<file path="src/rtl/tea_step_sequencer.sv">
// Micro-step / round sequencer driving encrypt_logic.S for one TEA block encryption.
// Optional feature macro SEQ_SINGLE_STEP_EN adds a step_req input for debug single-stepping.
module tea_step_sequencer #(
  parameter int ROUNDS    = 32,
  parameter int LAST_STEP = 21
) (
  input  logic       clk,
  input  logic       rst,
  input  logic       start,
  input  logic       hold,
`ifdef SEQ_SINGLE_STEP_EN
  input  logic       step_req,
`endif
  output logic [4:0] step,
  output logic [5:0] round,
  output logic       we,
  output logic       busy,
  output logic       done
);

  localparam logic [4:0] STEP_MAX  = 5'(LAST_STEP);
  localparam logic [5:0] ROUND_MAX = 6'(ROUNDS - 1);

  typedef enum logic [1:0] {IDLE, RUN, FIN} state_t;

  state_t     state, state_next;
  logic [4:0] step_next;
  logic [5:0] round_next;
  logic       busy_next;
  logic       done_next;
  logic       advance;

  // A micro-step is consumed only when RUN is not stalled; the write enable follows it.
`ifdef SEQ_SINGLE_STEP_EN
  assign advance = (state == RUN) && step_req && !hold;
`else
  assign advance = (state == RUN) && !hold;
`endif

  assign we = advance;

  always_ff @(posedge clk) begin
    if (rst) begin
      state <= IDLE;
      step  <= '0;
      round <= '0;
      busy  <= 1'b0;
      done  <= 1'b0;
    end else begin
      state <= state_next;
      step  <= step_next;
      round <= round_next;
      busy  <= busy_next;
      done  <= done_next;
    end
  end

  always_comb begin
    state_next = state;
    step_next  = step;
    round_next = round;
    busy_next  = busy;
    done_next  = done;
    case (state)
      IDLE: begin
        done_next = 1'b0;
        if (start) begin
          state_next = RUN;
          step_next  = '0;
          round_next = '0;
          busy_next  = 1'b1;
        end
      end
      RUN: begin
        if (advance) begin
          if (step < STEP_MAX) begin
            step_next = step + 5'd1;
          end else if (round < ROUND_MAX) begin
            step_next  = '0;
            round_next = round + 6'd1;
          end else begin
            // Final step of final round: round stays visible during the done pulse.
            state_next = FIN;
            step_next  = '0;
            busy_next  = 1'b0;
            done_next  = 1'b1;
          end
        end
      end
      FIN: begin
        state_next = IDLE;
        done_next  = 1'b0;
        round_next = '0;
      end
      default: begin
        state_next = IDLE;
        step_next  = '0;
        round_next = '0;
        busy_next  = 1'b0;
        done_next  = 1'b0;
      end
    endcase
  end

endmodule
</file>
<file path="config.mk">
export PLATFORM = sky130hd
export DESIGN_NAME = tea_step_sequencer
export DESIGN_NICKNAME = d
export VERILOG_FILES = /design/src/rtl/tea_step_sequencer.sv
export SDC_FILE = /design/constraint.sdc
export NUM_CORES = 1
export LEC_CHECK = 0
export CAP_MARGIN = 10
export CORE_MARGIN = 2
export CORE_UTILIZATION = 50
export CTS_CLUSTER_DIAMETER = 50
export DETAILED_ROUTE_END_ITERATION = 8
export PLACE_DENSITY_LB_ADDON = 0.08
export SKIP_CTS_REPAIR_TIMING = 1
export SYNTH_ARGS = -nofsm -noshare
export SYNTH_HDL_FRONTEND = slang
export SYNTH_SLANG_ARGS = --single-unit
</file>
<file path="constraint.sdc">
create_clock -name clk -period 2.6 [get_ports clk]
set_input_delay 0.52 -clock clk [delete_from_list [all_inputs] [get_ports clk]]
set_output_delay 0.52 -clock clk [all_outputs]
set_load 0.01 [all_outputs]
</file>
==> flow_summary_export.csv <==
group,metric,value,unit
detailed_routing,wl_per_cell,14.3,um
logic_synthesis,yosysMostFrequentCell,"dfxtp_1",
detailed_routing,drtAntennaViolNets,0,
timing,tightest_slew,464,ps
logic_synthesis,syn_inst,89,
clocking,insertion_delay,290,ps
critical_path,critPathKind,"in2out",
global_route,grt_overflow,0,
min_path,min_path_type,"reg2reg",
timing,timing.slew.headroom,0.689,
timing,grt_setup_unrepaired,"false",
place,numPortBuffers,17,
critical_path,slowest_stage,"clkdlybuf4s50_1",
global_route,antenna_found_initial,0,
logic_synthesis,synth_top_area_share,0.355,
detailed_routing,drt_iter0_drc,17,
floorplanning,rows,14,
critical_path,setup.worst_path.start_class,"input pin",
logic_synthesis,netlist_area,847,um^2
detailed_routing,vias,762,
logic_synthesis,ys_async_sr_fraction,0,
timing,finalSetupViolations,0,
floorplanning,die_area,2040,um^2
logic_synthesis,ys_ff_latch,15,
finish,syn2layout_area_growth,26.0,%
global_route,grt_max_degree,15,
detailed_routing,drt_first_pass_iters,4,
floorplanning,die_w,45.2,um
timing,fin_crit_sh,0.871,
timing,fmax,0.442,GHz
min_path,hold_depth,1,
run,maxCapViolCount,0,
timing,final_hold_viol_count,0,
floorplanning,initial_core_util,0.550,
run_status,status,"finished, final reports clean",
clocking,cts_htree_levels,1,
power_and_ir_drop,power.density,406,nW/um^2
critical_path,crit_path_frequent_cell,"clkdlybuf4s50_1",
critical_path,crit_required,2080,ps
logic_synthesis,yosysWarnings,0,
logic_synthesis,synth_area_leaders,"dfxtp_1 (35%), nor3_2 (4.7%), o21a_1 (3.5%)",
logic_synthesis,synth_top_cell_by_area,"dfxtp_1",
logic_synthesis,synth_enable_flop_cells,0,
logic_synthesis,syn-num-nets,95,
timing,finalSetupTns,0,ps
logic_synthesis,ys_seq_area_frac,0.355,
floorplanning,coreArea,1540,um^2
detailed_routing,wl,1800,um
global_route,grt_usage,0.205,
clocking,clockBufferDepth,2,
global_route,grt_pass1_wl,3070,um
clocking,numCtsBuffers,3,
timing,whs,481,ps
timing,skew,1.10,ps
place,dp_worst_setup_slack,325,ps
power_and_ir_drop,p_leak,0.000395,uW
logic_synthesis,syn_area_per_cell,9.52,um^2
finish,fillers,133,
timing,layout_setup_ws,335,ps
place,place_congestion,0.810,
clocking,clockRootBuffer,"clkbuf_4",
power_and_ir_drop,peakVddDrop,0.000301,V
global_route,grt_pass1_vias,716,
finish,diodes,0,
floorplanning,chipHeight,45.2,um
logic_synthesis,synth_ff_type,"dfxtp_1",
logic_synthesis,synth_cell_types,40,
critical_path,max_stage_delay,570,ps
place,hpwl,1380,um
finish,drive_gt1_frac,0.182,
clocking,cts_tree,"built",
critical_path,r2r_cells,5,
detailed_routing,viasPerCell,6.05,
detailed_routing,drc,0,
timing,min_period,2260,ps
critical_path,worstPathMaxFanout,3,
floorplanning,ios,18,
finish,final_nets,117,
critical_path,worstPathArrival,1740,ps
logic_synthesis,synth_commonest_cells,"dfxtp_1 (15), nor2_1 (7), nand3_1 (5)",
critical_path,cp_cell_sequence,"clkdlybuf4s50_1 -> nor3b_2 -> clkdlybuf4s50_1",
critical_path,end_kind,"primary output",
timing,slew_viol_final,0,
clocking,cts_sinks,15,
clocking,clk_pin_slew,90,ps
-- routing by layer --
metal / wire length, um / GRT usage / vias to the layer above / part of all wire
li1: - / - / 384 / -
met1: 874 / 0.285 / 364 / 0.49
met3: 52 / 0.0360 / 2 / 0.029
met4: 18 / 0.0882 / 0 / 0.010
met2: 857 / 0.309 / 12 / 0.48
met5: 0 / 0 / - / 0
-- power by group --
group          total [uW]  leakage (uW)  switching [uW]  internal (uW)
Combinational        59.2      0.000256            31.9           27.2
Sequential            237      0.000122            3.44            233
Clock                 138     0.0000177            80.4           57.2
Total                 433      0.000395             116            318
-- worst max-delay path, delay by kind of cell --
kind | cells | cell delay (ps)
buffers and inverters | 2 | 1000
AND/OR/NAND/NOR | 1 | 220
-- layout by cell type (no fill, tap or decap), drive strengths merged --
cell / instances
buf: 2
nor3b: 2
o211ai: 4
inv: 2
a21oi: 3
ha: 2
a21boi: 1
a41oi: 3
o22ai: 1
a31oi: 5
nor3: 5
nand3: 5
o21a: 4
nand2: 1
o2111ai: 1
nor2b: 2
nand4: 1
a41o: 1
clkinv: 1
o211a: 1
nand2b: 4
a22oi: 1
mux2i: 1
and2: 1
clkbuf: 3
a2bb2oi: 1
nor2: 8
and2b: 1
dfxtp: 15
and3: 4
o21ai: 4
clkdlybuf4s50: 17
xor2: 2
nand3b: 1
-- stage by stage --
step	total power, uW	util	std cells	instance area (um^2)
after detailed placement	301	0.675	122	1040
final	433	0.692	126	1070
after global placement	299	0.675	122	1040
after CTS	437	0.692	126	1070
after global routing	452	0.692	126	1070
after floorplan	280	-	89	847
-- final timing paths --
check             startpoint       end  slack, ps
setup / recovery        hold        we        340
setup reg to reg    round[0]  round[4]       1100
hold / removal          done      done        480
hold reg to reg         done      done        480
-- state kept, by name, indices dropped and copies added, names as in the netlist --
| name | count |
|---|---|
| round | 6 |
| step | 5 |
| state | 2 |
| busy | 1 |
| done | 1 |
-- layout make-up --
type                            count  area, um^2  area share
Timing Repair Buffer               19         185       0.174
Clock buffer                        3        22.5      0.0211
Tap cell                           16        20.0      0.0188
Inverter                            2        7.51     0.00703
Clock inverter                      1        5.00     0.00469
Sequential cell                    15         300       0.281
Multi-Input combinational cell     70         527       0.494
-- kinds of logic (layout without fill, tap and decap cells) --
family,Yosys count,in the layout,synth area share
muxes,1,1,0.0118
xor gates and xnor gates,2,2,0.0207
DFF,15,15,0.355
and+or+nand+nor,35,35,0.278
AOI/OAI and AO/OA,30,30,0.282
buffers and inverters,4,25,0.0236
adders and majority gates,2,2,0.0295
No activity file was read; power rests on OpenSTA's default activity.
